## config.mk

```make
export PLATFORM = sky130hd
export DESIGN_NAME = ctrl_pipe_flat
export DESIGN_NICKNAME = d
export VERILOG_FILES = /design/src/rtl/ctrl_pipe_if.sv /design/src/rtl/ctrl_pipe.sv /design/src/flat_wrapper.sv
export SDC_FILE = /design/constraint.sdc
export NUM_CORES = 1
export LEC_CHECK = 0
export ABC_AREA = 1
export CORE_ASPECT_RATIO = 0.75
export CORE_UTILIZATION = 45
export CTS_CLUSTER_DIAMETER = 100
export DETAILED_ROUTE_END_ITERATION = 10
export GPL_TIMING_DRIVEN = 0
export PLACE_DENSITY_LB_ADDON = 0.12
export REMOVE_ABC_BUFFERS = 1
export SLEW_MARGIN = 20
export SYNTH_ARGS = -nofsm -noshare
export SYNTH_HDL_FRONTEND = slang
export SYNTH_SLANG_ARGS = --single-unit
```

## constraint.sdc

```tcl
create_clock -name clk -period 1.8 [get_ports clk]
set_clock_uncertainty 0.15 [all_clocks]
set_input_delay 0.36 -clock clk [delete_from_list [all_inputs] [get_ports clk]]
set_output_delay 0.36 -clock clk [all_outputs]
set_load 0.05 [all_outputs]
```

## src/rtl/ctrl_pipe_if.sv

```systemverilog
// Control-bundle interface between the ID-stage decoders, the hazard unit,
// the EX-stage ALU flags and the pipelined control registers.
interface ctrl_pipe_if #(
  parameter int unsigned CNT_W = 32
);
  logic             validD;
  logic             regWriteD;
  logic             memWriteD;
  logic [1:0]       resultSrcD;
  logic [1:0]       ALUSrcD;
  logic [2:0]       ALUControlD;
  logic             branchD;
  logic             jalD;
  logic             jalrD;
  logic [2:0]       funct3D;
  logic             flushE;
  logic             zeroE;
  logic             negE;

  logic [1:0]       ALUSrcE;
  logic [2:0]       ALUControlE;
  logic [1:0]       resultSrcE;
  logic             regWriteE;
  logic [1:0]       PCSrcE;
  logic             takenE;
  logic             regWriteM;
  logic             memWriteM;
  logic [1:0]       resultSrcM;
  logic             regWriteW;
  logic [1:0]       resultSrcW;
  logic [CNT_W-1:0] instret;

  modport master (
    output validD, regWriteD, memWriteD, resultSrcD, ALUSrcD, ALUControlD,
           branchD, jalD, jalrD, funct3D, flushE, zeroE, negE,
    input  ALUSrcE, ALUControlE, resultSrcE, regWriteE, PCSrcE, takenE,
           regWriteM, memWriteM, resultSrcM, regWriteW, resultSrcW, instret
  );

  modport slave (
    input  validD, regWriteD, memWriteD, resultSrcD, ALUSrcD, ALUControlD,
           branchD, jalD, jalrD, funct3D, flushE, zeroE, negE,
    output ALUSrcE, ALUControlE, resultSrcE, regWriteE, PCSrcE, takenE,
           regWriteM, memWriteM, resultSrcM, regWriteW, resultSrcW, instret
  );
endinterface

```

## src/rtl/ctrl_pipe.sv

```systemverilog
// Pipelines the decoded control word through ID/EX, EX/MEM and MEM/WB,
// resolves control transfers in EX and counts retired instructions.
module ctrl_pipe #(
  parameter int unsigned CNT_W = 32
) (
  input  logic         clk,
  input  logic         rst,
  ctrl_pipe_if.slave   bus
);

  localparam int unsigned SEL_W = 2;
  localparam int unsigned ALU_W = 3;
  localparam int unsigned F3_W  = 3;

  logic             validE_q, regWriteE_q, memWriteE_q;
  logic [SEL_W-1:0] resultSrcE_q, ALUSrcE_q;
  logic [ALU_W-1:0] ALUControlE_q;
  logic             branchE_q, jalE_q, jalrE_q;
  logic [F3_W-1:0]  funct3E_q;

  logic             validM_q, regWriteM_q, memWriteM_q;
  logic [SEL_W-1:0] resultSrcM_q;

  logic             validW_q, regWriteW_q;
  logic [SEL_W-1:0] resultSrcW_q;

  logic [CNT_W-1:0] instret_q, instret_d;

  logic             cond_met_c;
  logic [SEL_W-1:0] pc_src_c;
  logic             taken_c;
  logic             bubble_c;

  // Branch condition and PC-source selection from the word currently in EX
  always_comb begin
    cond_met_c = 1'b0;
    pc_src_c   = 2'b00;
    case (funct3E_q)
      3'b000:  cond_met_c = bus.zeroE;
      3'b001:  cond_met_c = ~bus.zeroE;
      3'b100:  cond_met_c = bus.negE;
      3'b101:  cond_met_c = ~bus.negE;
      default: cond_met_c = 1'b0;
    endcase
    if (jalrE_q && validE_q) begin
      pc_src_c = 2'b10;
    end else if ((jalE_q && validE_q) || (branchE_q && validE_q && cond_met_c)) begin
      pc_src_c = 2'b01;
    end
  end

  assign taken_c  = (pc_src_c != 2'b00);
  assign bubble_c = bus.flushE | taken_c;

  // ID/EX: a flush and a taken transfer on the same edge collapse to one bubble
  always_ff @(posedge clk or negedge rst) begin
    if (!rst) begin
      validE_q      <= 1'b0;
      regWriteE_q   <= 1'b0;
      memWriteE_q   <= 1'b0;
      resultSrcE_q  <= '0;
      ALUSrcE_q     <= '0;
      ALUControlE_q <= '0;
      branchE_q     <= 1'b0;
      jalE_q        <= 1'b0;
      jalrE_q       <= 1'b0;
      funct3E_q     <= '0;
    end else if (bubble_c) begin
      validE_q      <= 1'b0;
      regWriteE_q   <= 1'b0;
      memWriteE_q   <= 1'b0;
      resultSrcE_q  <= '0;
      ALUSrcE_q     <= '0;
      ALUControlE_q <= '0;
      branchE_q     <= 1'b0;
      jalE_q        <= 1'b0;
      jalrE_q       <= 1'b0;
      funct3E_q     <= '0;
    end else begin
      validE_q      <= bus.validD;
      regWriteE_q   <= bus.regWriteD;
      memWriteE_q   <= bus.memWriteD;
      resultSrcE_q  <= bus.resultSrcD;
      ALUSrcE_q     <= bus.ALUSrcD;
      ALUControlE_q <= bus.ALUControlD;
      branchE_q     <= bus.branchD;
      jalE_q        <= bus.jalD;
      jalrE_q       <= bus.jalrD;
      funct3E_q     <= bus.funct3D;
    end
  end

  // EX/MEM and MEM/WB never stall
  always_ff @(posedge clk or negedge rst) begin
    if (!rst) begin
      validM_q     <= 1'b0;
      regWriteM_q  <= 1'b0;
      memWriteM_q  <= 1'b0;
      resultSrcM_q <= '0;
      validW_q     <= 1'b0;
      regWriteW_q  <= 1'b0;
      resultSrcW_q <= '0;
    end else begin
      validM_q     <= validE_q;
      regWriteM_q  <= regWriteE_q;
      memWriteM_q  <= memWriteE_q;
      resultSrcM_q <= resultSrcE_q;
      validW_q     <= validM_q;
      regWriteW_q  <= regWriteM_q;
      resultSrcW_q <= resultSrcM_q;
    end
  end

  assign instret_d = validW_q ? instret_q + CNT_W'(1) : instret_q;

  always_ff @(posedge clk or negedge rst) begin
    if (!rst) instret_q <= '0;
    else      instret_q <= instret_d;
  end

  assign bus.ALUSrcE     = ALUSrcE_q;
  assign bus.ALUControlE = ALUControlE_q;
  assign bus.resultSrcE  = resultSrcE_q;
  assign bus.regWriteE   = regWriteE_q;
  assign bus.PCSrcE      = pc_src_c;
  assign bus.takenE      = taken_c;
  assign bus.regWriteM   = regWriteM_q;
  assign bus.memWriteM   = memWriteM_q;
  assign bus.resultSrcM  = resultSrcM_q;
  assign bus.regWriteW   = regWriteW_q;
  assign bus.resultSrcW  = resultSrcW_q;
  assign bus.instret     = instret_q;

endmodule

```

## src/flat_wrapper.sv

```systemverilog
// flat-port wrapper written by rule: the top's interface ports become plain ports
module ctrl_pipe_flat 
#(
  parameter int unsigned CNT_W = 32
)
  (clk, rst, bus_validD, bus_regWriteD, bus_memWriteD, bus_resultSrcD, bus_ALUSrcD, bus_ALUControlD, bus_branchD, bus_jalD, bus_jalrD, bus_funct3D, bus_flushE, bus_zeroE, bus_negE, bus_ALUSrcE, bus_ALUControlE, bus_resultSrcE, bus_regWriteE, bus_PCSrcE, bus_takenE, bus_regWriteM, bus_memWriteM, bus_resultSrcM, bus_regWriteW, bus_resultSrcW, bus_instret);
  ctrl_pipe_if #(.CNT_W(CNT_W)) bus_i ();
  input  logic clk;
  input  logic rst;
  input wire logic [$bits(bus_i.validD)-1:0] bus_validD;
  input wire logic [$bits(bus_i.regWriteD)-1:0] bus_regWriteD;
  input wire logic [$bits(bus_i.memWriteD)-1:0] bus_memWriteD;
  input wire logic [$bits(bus_i.resultSrcD)-1:0] bus_resultSrcD;
  input wire logic [$bits(bus_i.ALUSrcD)-1:0] bus_ALUSrcD;
  input wire logic [$bits(bus_i.ALUControlD)-1:0] bus_ALUControlD;
  input wire logic [$bits(bus_i.branchD)-1:0] bus_branchD;
  input wire logic [$bits(bus_i.jalD)-1:0] bus_jalD;
  input wire logic [$bits(bus_i.jalrD)-1:0] bus_jalrD;
  input wire logic [$bits(bus_i.funct3D)-1:0] bus_funct3D;
  input wire logic [$bits(bus_i.flushE)-1:0] bus_flushE;
  input wire logic [$bits(bus_i.zeroE)-1:0] bus_zeroE;
  input wire logic [$bits(bus_i.negE)-1:0] bus_negE;
  output wire logic [$bits(bus_i.ALUSrcE)-1:0] bus_ALUSrcE;
  output wire logic [$bits(bus_i.ALUControlE)-1:0] bus_ALUControlE;
  output wire logic [$bits(bus_i.resultSrcE)-1:0] bus_resultSrcE;
  output wire logic [$bits(bus_i.regWriteE)-1:0] bus_regWriteE;
  output wire logic [$bits(bus_i.PCSrcE)-1:0] bus_PCSrcE;
  output wire logic [$bits(bus_i.takenE)-1:0] bus_takenE;
  output wire logic [$bits(bus_i.regWriteM)-1:0] bus_regWriteM;
  output wire logic [$bits(bus_i.memWriteM)-1:0] bus_memWriteM;
  output wire logic [$bits(bus_i.resultSrcM)-1:0] bus_resultSrcM;
  output wire logic [$bits(bus_i.regWriteW)-1:0] bus_regWriteW;
  output wire logic [$bits(bus_i.resultSrcW)-1:0] bus_resultSrcW;
  output wire logic [$bits(bus_i.instret)-1:0] bus_instret;
  assign bus_i.validD = bus_validD;
  assign bus_i.regWriteD = bus_regWriteD;
  assign bus_i.memWriteD = bus_memWriteD;
  assign bus_i.resultSrcD = bus_resultSrcD;
  assign bus_i.ALUSrcD = bus_ALUSrcD;
  assign bus_i.ALUControlD = bus_ALUControlD;
  assign bus_i.branchD = bus_branchD;
  assign bus_i.jalD = bus_jalD;
  assign bus_i.jalrD = bus_jalrD;
  assign bus_i.funct3D = bus_funct3D;
  assign bus_i.flushE = bus_flushE;
  assign bus_i.zeroE = bus_zeroE;
  assign bus_i.negE = bus_negE;
  assign bus_ALUSrcE = bus_i.ALUSrcE;
  assign bus_ALUControlE = bus_i.ALUControlE;
  assign bus_resultSrcE = bus_i.resultSrcE;
  assign bus_regWriteE = bus_i.regWriteE;
  assign bus_PCSrcE = bus_i.PCSrcE;
  assign bus_takenE = bus_i.takenE;
  assign bus_regWriteM = bus_i.regWriteM;
  assign bus_memWriteM = bus_i.memWriteM;
  assign bus_resultSrcM = bus_i.resultSrcM;
  assign bus_regWriteW = bus_i.regWriteW;
  assign bus_resultSrcW = bus_i.resultSrcW;
  assign bus_instret = bus_i.instret;
  ctrl_pipe #(.CNT_W(CNT_W)) u_core (.clk(clk), .rst(rst), .bus(bus_i));
endmodule
```

# Yosys cells after proc, flatten, opt, wreduce, memory -nomap -nowiden
# Cells that the tools add are included.
[word_totals]
reg_bits = 57
latchBits = 0
ramBits = 0
romBits = 0
out_inout_bits = 50
elab_cells = 45
mem_count = 0
[classes]
add_sub_neg = 1
n_mul = 0
div_mod_pow = 0
order_cmp = 0
eq_ne = 3
shift = 0
n_mux = 13
n_bitwise = 3
reduce_logical = 7
[op_table]
columns = ["operator", "n"]
rows = [
  ["$add A32 B1 Y32 const B", 1],
  ["$mux W1", 7],
  ["$eq A3 B3 Y1 const B", 2],
  ["$mux W2", 3],
  ["$mux W3", 2],
  ["$logic_and A1 B1 Y1", 4],
  ["$pmux W1 S4", 1],
  ["$eq A3 B1 Y1 const B", 1],
  ["$logic_not A3 Y1", 1],
  ["$not A1 Y1", 2],
  ["$reduce_bool A2 Y1", 1],
  ["$logic_or A1 B1 Y1", 1],
  ["$or A1 B1 Y1", 1],
]

# Longest topological paths before layout
# Gate-level depths: netlist of run 1.
[logic_depth]
depth_word = 9
ltp_mapped = 10

# Worst setup path after synthesis of run 1
# OpenSTA, ideal clock, no wires.
[synth_path]
kind = "register to register"
from = "reg u_core.instret_q[0] (netlist: u_core.bus.instret[0])"
to = "reg u_core.instret_q[28] (netlist: u_core.bus.instret[28])"
setup_time_ps = 120
t_arrival_ps = 1663
path_slack_ps = -133
stages_incl_launch_ff = 11
path_buffers = 0
period_less_slack_ps = 1933
path_cell_list = "dfrtp_1 > ha_1 > inv_1 > nor2_1 > nand2_2 > nor2_4 > nand2_4 > nor2_4 > nand2_1 > nand2_1 > nand2_1"
[synth_between]
elab_chain_len = 1
[synth_lines]
columns = ["element", "line", "rtl"]
rows = [
  ["start: declaration", "ctrl_pipe.sv:27", "logic [CNT_W-1:0] instret_q, instret_d;"],
  ["start signal: assignment", "ctrl_pipe.sv:118", "else instret_q <= instret_d;"],
  ["$add A32 B1 Y32", "ctrl_pipe.sv:114", "assign instret_d = validW_q ? instret_q + CNT_W'(1) : instret_q;"],
]
# Every way passes these cells.
# A chain may end at the register's enable or synchronous reset.

# Worst setup path in the final report of run 1
[layout_path]
from = "reg u_core.funct3E_q[0]"
to = "out bus_PCSrcE[0]"
[layout_between]
elab_chain_len = 6
word_cells_on_any_way = 9
classes_between = "eq/ne (3); mux (3); reduce/logical (3)"
[layout_lines]
columns = ["element", "line", "rtl"]
rows = [
  ["start: declaration", "ctrl_pipe.sv:19", "logic [F3_W-1:0] funct3E_q;"],
  ["start signal: assignment", "ctrl_pipe.sv:89", "funct3E_q <= bus.funct3D;"],
  ["$eq A3 B3 Y1 (tied with other cells)", "ctrl_pipe.sv:38", "case (funct3E_q)"],
  ["$pmux W1 S4 (*)", "ctrl_pipe.sv:38", ""],
  ["$logic_and A1 B1 Y1 (*)", "ctrl_pipe.sv:47", "end else if ((jalE_q && validE_q) || (branchE_q && validE_q && cond_met_c)) begin"],
  ["$logic_or A1 B1 Y1 (*)", "ctrl_pipe.sv:47", ""],
  ["$mux W1 (*)", "ctrl_pipe.sv:47", ""],
  ["$mux W2 (*)", "ctrl_pipe.sv:45", "if (jalrE_q && validE_q) begin"],
  ["end: declaration", "flat_wrapper.sv:27", "output wire logic [$bits(bus_i.PCSrcE)-1:0] bus_PCSrcE;"],
]
# Every way passes the cells marked *; elsewhere a longest branch is shown, timed or not.

==> results.yml, run 1 <==
synthesis:
  ys_seq_elements: 57
  synth_top_area_cell: "dfrtp_1"
  synthesis.area_sq_um: 2650
  synth-simple-area-share: 0.309
  synth_compound_area_frac: 0
  synth_top_family_by_area: "simple AND/OR/NAND/NOR gates"
  async_flop_share: 1.00
  yosys.cell_types.count: 21
  synth_ff_type: "dfrtp_1"
  syn_avg_cell_area_sq_um: 8.52
  yosysSeqAreaShare: 0.538
  synth_fa_ha_area_frac: 0.00472
  synth_warnings: 0
  synth_xor_area_frac: 0.0760
  synth-edff-count: 0
  yosys-mux-area-fraction: 0
  netlist_instances: 311
  yosysTopAreaCellShare: 0.538
  synth_area_leaders: "dfrtp_1 54%, nand2_1 12%, nor2_1 6.9%"
floorplan:
  io_pins: 71
  start_util: 0.482
  dieWidth_um: 90.6
  row_count: 23
  fp.coreArea_sq_um: 5500
  die-height_um: 68.5
  dieArea_sq_um: 6200
setup_path:
  arrival_ns: 1.43
  crit_chain: "inv_1, nand2_1, nand3_1, nand3_1, nand2_1, nand2_2, nor2_2, buf_6"
  worst-path-stages: 8
  crit_family: "simple AND/OR/NAND/NOR gates"
  r2r_end: "u_core.bus.instret[22]"
  cp-endpoint: "bus_PCSrcE[0]"
  r2r-start: "u_core.bus.instret[1]"
  required_ns: 1.29
  worst-path-max-fanout: 3
  crit_slowest_cell: "dfrtp_1"
  crit_path_start: "u_core.funct3E_q[0]"
  r2r_setup_slack_ns: 0.10
  reg2reg_depth: 10
  slowest_delay_ns: 0.40
  cp.buffers_inverters: 2
  critPathCaptureType: "output port"
  cp-start-kind: "flop"
  critPathKind: "flop to output port"
drt:
  ant_nets: 0
  num_vias: 2153
  drtIter0Drc: 152
  drt-pass1-iter-count: 4
  routed_wl_um: 5490
  avgRoutedWirePerCell_um: 11.6
  drc_errors: 0
  viasPerCell: 4.54
layout:
  multiInputGateArea_sq_um: 1060
  drive_gt1_frac: 0.193
  fin_util: 0.647
  diodes: 0
  area_growth_pct: 34.2
  ff_latch_area_sq_um: 1430
  finish.net_count: 417
  fillCellCount: 473
timing:
  finalCritPeriodShare: 1.08
  clock.fmax_mhz: 515
  setup_violations: 2
  slew_headroom: 0.539
  worst_pin_slew_ns: 0.692
  hold_viol_final: 0
  setup_ws_ns: -0.141
  period_minus_slack_ns: 1.94
  grt_setup_unrepaired: "yes"
  finalMaxSlewViolations: 0
  tns_ns: -0.228
power:
  peakVddDrop_uv: 684
  power.density_nw_per_um2: 857
  leakagePower_uw: 0.00182
clock_network:
  clockBufferDepth: 2
  cts.root.buffer_cell: "clkbuf_8"
  cts_buffers: 9
  insertion_delay_ns: 0.34
  clk_pin_slew_ns: 0.06
  clkSinkCount: 57
  h-tree-depth: 3
  cts_tree: "yes"
global_route:
  grt_pass1_wl_um: 9400
  grt_max_degree: 58
  track_usage: 0.202
  antenna_found_initial: 0
  grt_overflow: 0
  grt_pass1_vias: 2013
placed_design:
  dp_hpwl_um: 4060
  io_buffer_count: 70
  gp_congestion: 0.818
run_status:
  outcome: "finished, violations left"
  violations: "negative setup slack"
min_path:
  hp-class: "flop to flop"
flow_run:
  max_cap_viol_count: 0
[kinds of logic (layout without fill, tap and decap cells)]
kind of cell	Yosys count	after routing
xor+xnor	23	23
fa+ha+maj	1	1
buf+inv	48	136
flops	57	57
simple gates	182	182
[area by class of cell]
type,instances,area share
inverter,46,0.0493
multi-input combinational,206,0.298
tap,75,0.0264
clock buffer,11,0.0398
sequential,57,0.401
timing repair buffer,75,0.179
clock inverter,4,0.00563
[synthesized netlist by cell type, types with 3 or more instances]
library cell	instances
xor2_1	13
inv_1	45
xnor2_1	10
dfrtp_1	57
nand4_1	5
nand2_1	88
nor2_4	5
nor2_2	7
nand3_1	14
nand3b_1	5
nor2_1	49
nand2_2	3
[state kept, by name (all words and copies together) (netlist names), 2 cells and up]
signal                  cells
u_core.bus.ALUControlE      3
u_core.bus.resultSrcM       2
u_core.funct3E_q            3
u_core.bus.resultSrcW       2
u_core.bus.instret         32
u_core.bus.resultSrcE       2
u_core.bus.ALUSrcE          2
[power breakdown]
| part | internal [uW] | switching [uW] |
|---|---|---|
| sequential | 1370 | 79.0 |
| clock | 518 | 477 |
| combinational | 179 | 427 |
| total | 2060 | 983 |
[placed cells by master, fill, tap and decap left out, types with 2 or more instances in the layout]
cell	instances
nand3b_1	5
xnor2_1	10
clkdlybuf4s50_1	17
nand2_2	5
clkbuf_8	10
buf_4	5
clkdlybuf4s15_2	12
and2_1	2
dlygate4sd2_1	17
nor2_1	47
nand2_1	86
nand3_1	14
nor2_4	8
nand4_1	5
nor2_2	6
clkbuf_2	19
dfrtp_1	56
clkinv_2	4
xor2_1	13
inv_1	45
[metal layers]
layer	routed length [um]	global-route usage	part of all wire
met5	0	0	0
met4	106	0.0645	0.019
met3	281	0.0800	0.051
met2	2470	0.312	0.45
met1	2630	0.264	0.48
[stage by stage]
| step | setup WS (ns) | instance area [sq um] | power, uW | hold slack [ns] | cells |
|---|---|---|---|---|---|
| finish | -0.141 | 3560 | 3050 | 0.199 | 474 |
| detailed placement | -0.838 | 3430 | 2100 | 0.187 | 454 |
| CTS | -0.169 | 3600 | 3080 | 0.202 | 471 |
| global route | -0.236 | 3560 | 3210 | 0.211 | 474 |
| floorplan | -0.133 | 2630 | 1840 | -0.0856 | 309 |
| global placement | -1.52 | 3430 | 2100 | 0.183 | 454 |
[worst min path at each step]
| stage | cells past startpoint | endpoint | slack [ns] | from |
|---|---|---|---|---|
| final | 0 | u_core.validW_q | 0.20 | u_core.validM_q |
| after global routing | 0 | u_core.validW_q | 0.21 | u_core.validM_q |
| after CTS | 0 | u_core.validW_q | 0.20 | u_core.validM_q |
| after global placement | 0 | u_core.bus.memWriteM | 0.18 | u_core.memWriteE_q |
| after detailed placement | 0 | u_core.validW_q | 0.19 | u_core.validM_q |
| after floorplan | 0 | u_core.branchE_q | -0.09 | rst |
[what timing repair did]
| action | 4_1_cts | 5_1_grt |
|---|---|---|
| pin swaps | 2 | 4 |
| resized for setup | 112 | 29 |
| setup endpoints to repair | 50 | 33 |
| setup buffers | 1 | 3 |
| hold buffers | 1 | 0 |
| hold endpoints to repair | 57 | 0 |
Power figures use the tool's default switching activity.
==> run 2, diff against run 1 <==
Settings changed: CORE_UTILIZATION 45 to 48, SLEW_MARGIN 20 to not set.
==> run 2 against run 1 <==
The run still ends with negative setup slack left; cell area is 2.9% higher; sequential power hardly changed; clock power is 37% higher; register-to-register slack worse by 0.02 ns; die area is 6.1% lower; via count is 2.0% higher; flip-flop and latch count stayed put; count of clock-buffer cells in the layout stayed put; critical path type unchanged; critical endpoint unchanged; largest cell class unchanged; largest power group unchanged.
==> results.yml, run 2 (synthesis gave the netlist of run 1 again) <==
drt:
  viasPerCell: 4.59
  avgRoutedWirePerCell_um: 11.7
  drtIter0Drc: 97
  drc_errors: 0
  routed_wl_um: 5590
  num_vias: 2195
  ant_nets: 0
  drt-pass1-iter-count: 4
setup_path:
  cp-start-kind: "flop"
  required_ns: 1.29
  worst-path-max-fanout: 3
  critPathKind: "flop to output port"
  crit_chain: "inv_2, nand2_1, nand3_1, nand3_1, nand2_1, nand2_2, nor2_2, buf_6"
  cp.buffers_inverters: 2
  crit_slowest_cell: "dfrtp_1"
  critPathCaptureType: "output port"
  slowest_delay_ns: 0.40
  arrival_ns: 1.42
  crit_family: "simple AND/OR/NAND/NOR gates"
timing:
  finalCritPeriodShare: 1.07
  clock.fmax_mhz: 519
  worst_pin_slew_ns: 0.608
  slew_headroom: 0.594
  setup_violations: 2
  period_minus_slack_ns: 1.93
  hold_viol_final: 0
  grt_setup_unrepaired: "yes"
  setup_ws_ns: -0.127
  finalMaxSlewViolations: 0
placed_design:
  dp_hpwl_um: 3940
  io_buffer_count: 70
  gp_congestion: 0.854
  place_area_sq_um: 3440
clock_network:
  clockBufferDepth: 2
  insertion_delay_ns: 0.34
  h-tree-depth: 3
  cts_buffers: 9
  cts_tree: "yes"
  cts.root.buffer_cell: "clkbuf_8"
  clkSinkCount: 57
  clk_pin_slew_ns: 0.06
layout:
  multiInputGateArea_sq_um: 1050
  fin_util: 0.687
  fillCellCount: 434
  area_growth_pct: 38.1
  final_cell_mix: "85 x nand2_1, 56 x dfrtp_1, 47 x nor2_1, 44 x inv_1"
  largest_register_ffs: 32
  finish.net_count: 420
  diodes: 0
  final_cell_area_sq_um: 3660
  ff_latch_area_sq_um: 1430
  final_common_cell: "nand2_1"
  drive_gt1_frac: 0.206
global_route:
  grt_pass1_vias: 2008
  track_usage: 0.211
  grt_max_degree: 32
  grt_pass1_wl_um: 9050
  grt_overflow: 0
  antenna_found_initial: 0
flow_run:
  max_cap_viol_count: 0
power:
  peakVddDrop_uv: 713
  leakagePower_uw: 0.00187
  p_total_uw: 3450
  power.density_nw_per_um2: 943
floorplan:
  io_pins: 71
  fp.coreArea_sq_um: 5320
  start_util: 0.498
  die-height_um: 66.4
  row_count: 23
  dieArea_sq_um: 5830
  dieWidth_um: 87.8
min_path:
  hp-class: "flop to flop"
run_status:
  outcome: "finished, violations left"
  violations: "negative setup slack"
-- run 2: final cells by class --
type / count / share of cell area
multi-input combinational: 206 / 0.288
clock buffer: 11 / 0.0414
tap: 75 / 0.0256
sequential: 57 / 0.390
timing repair buffer: 78 / 0.186
inverter: 46 / 0.0479
clock inverter: 5 / 0.0212
-- run 2: what timing repair did --
action / in CTS / in global routing
pin swaps: 2 / 8
buffers inserted: 1 / 5
resized for setup: 115 / 25
endpoints found under the setup margin: 50 / 29
hold buffers: 1 / 0
endpoints found under the hold margin: 26 / 0
-- run 2: stage by stage --
step	setup slack [ns]	hold slack [ns]	instances	setup TNS (ns)
floorplan	-0.133	-0.0856	309	-0.770
global placement	-1.55	0.181	454	-91.53
detailed placement	-0.805	0.186	455	-4.11
CTS	-0.125	0.195	473	-0.212
global route	-0.239	0.208	478	-0.411
finish	-0.127	0.193	478	-0.184
-- run 2: metal layers --
layer	track usage	vias to the layer above	part of all wire
li1	-	1110	-
met2	0.340	42	0.46
met1	0.266	1034	0.48
met3	0.0674	9	0.043
met4	0.0799	0	0.014
met5	0	-	0
-- run 2: where the power goes --
| part | total (uW) | leakage (uW) | internal, uW | switching, uW |
|---|---|---|---|---|
| Combinational | 653 | 0.000988 | 219 | 434 |
| Clock | 1360 | 0.000115 | 849 | 508 |
| Sequential | 1440 | 0.000763 | 1370 | 74.5 |
-- run 2: path summary, 6_finish.rpt --
path,startpoint,slack (ns),cells past startpoint,endpoint
worst max-delay path,u_core.funct3E_q[0],-0.13,8,bus_PCSrcE[0]
worst min-delay path,u_core.memWriteE_q,0.19,0,u_core.bus.memWriteM
worst max register to register,u_core.bus.instret[1],0.08,10,u_core.bus.instret[22]
worst min register to register,u_core.memWriteE_q,0.19,0,u_core.bus.memWriteM
max in group asynchronous,rst,0.49,3,u_core.validW_q
min in group asynchronous,rst,0.41,2,u_core.bus.regWriteE
==> RTL edit: new RTL, settings of run 1 <==
Make the reset (`rst`) synchronous in 3 clocked blocks.
--- a/src/rtl/ctrl_pipe.sv
+++ b/src/rtl/ctrl_pipe.sv
@@ -53,7 +53,7 @@
   assign bubble_c = bus.flushE | taken_c;
 
   // ID/EX: a flush and a taken transfer on the same edge collapse to one bubble
-  always_ff @(posedge clk or negedge rst) begin
+  always_ff @(posedge clk) begin
     if (!rst) begin
       validE_q      <= 1'b0;
       regWriteE_q   <= 1'b0;
@@ -91,7 +91,7 @@
   end
 
   // EX/MEM and MEM/WB never stall
-  always_ff @(posedge clk or negedge rst) begin
+  always_ff @(posedge clk) begin
     if (!rst) begin
       validM_q     <= 1'b0;
       regWriteM_q  <= 1'b0;
@@ -113,7 +113,7 @@
 
   assign instret_d = validW_q ? instret_q + CNT_W'(1) : instret_q;
 
-  always_ff @(posedge clk or negedge rst) begin
+  always_ff @(posedge clk) begin
     if (!rst) instret_q <= '0;
     else      instret_q <= instret_d;
   end
Behaviour: differs if rst is asserted again (counterexample within 4 cycles, from zero or initial values and one cycle with rst low); with rst held inactive, the same outputs for 10 cycles.
==> RTL edit against run 1 <==
The run still ends with negative setup slack left; critical endpoint unchanged; core utilization is 0.38 points lower; fmax is 7.4% higher; critical path type unchanged; sequential cell count stayed put; count of clock-buffer cells in the layout is 1 lower; worst setup slack better by 0.13 ns; final area is 2.1% lower; die area is 3.1% lower; sequential share of layout area is 7.2 points lower; first-iteration DRC count is 20% lower; non-clock buffer count is 2 lower; synthesized area is 3.2% lower; global-route usage is 1.0 points higher; routed wire length is 5.3% higher.
Power is not compared: it rests on default switching activity, and its combinational part moved more than twofold at a synthesized area within 25%.
==> RTL edit: results <==
[final_layout]
fill_cells = 524
layout-drive-gt1-share_pct = 16.9
layout.nets = 473
non_clock_inverter_count = 67
n_clock_buffer = 10
clk_share_pct = 5.86
bufAreaShareNonClock_pct = 18.1
multi_input_comb_cells = 243
num-nonclk-buffers = 73
regArea_um2 = 1140

[route]
wl_met3_um = 388
vias = 2463
met2_wirelength_um = 2530
drtIter0Drc = 122

[setup_path]
cp.arrival_ns = 1.30
r2r_setup_slack_ns = 0.16
crit_start = u_core.funct3E_q[0]
r2r_start = u_core.bus.instret[0]
cpPeakStageDelay_ns = 0.34
r2r-end = u_core.bus.instret[26]

[sta]
finalSetupViolCount = 1
fin_tns_setup_ns = -0.00693
fin_ws_ns = -0.00693
slew-limit-headroom_pct = 66.1

[status]
violations = negative setup slack
status = complete, but fails checks

[synth]
ys_types = 28
synth.avg_cell_area_um2 = 6.88
synth_commonest_cells = nand2_1 (80), nor2_1 (73), inv_1 (65)

[global_routing]
grt_usage_pct = 21.2
grt_start_max_net_pins = 31
grt.met1_usage_pct = 26.1
met2_usage_pct = 33.3

[placed_design]
gp_congestion = 0.878
dp_hpwl_um = 4300

[cts]
cts_hold_buf = 0
-- RTL edit: cell types whose count changed after synthesis, sizes merged, moves of 7 or more --
cell	change
a21oi	+15
dfrtp	-57
dfxtp	+57
inv	+21
nand2	-8
nand3	+7
nor2	+22
nor3	+9
o21ai	+9
xnor2	-9
xor2	-8
-- RTL edit: what timing repair did --
item / in CTS / in global routing
buffers inserted: 1 / 2
cloned: 0 / 0
gates resized for setup: 109 / 29
setup endpoints to repair: 84 / 43
pin swaps: 6 / 3
endpoints found under the hold margin: 0 / 0
-- RTL edit: through the flow --
stage | worst slack [ns] | area (µm²) | hold WS [ns] | cells
after detailed placement | -1.21 | 3330 | 0.255 | 512
final | -0.00693 | 3480 | 0.274 | 531
after global placement | -1.24 | 3330 | 0.242 | 512
after floorplan | -0.174 | 2540 | 0.240 | 367
after global routing | -0.110 | 3480 | 0.305 | 531
after CTS | -0.0770 | 3540 | 0.278 | 529
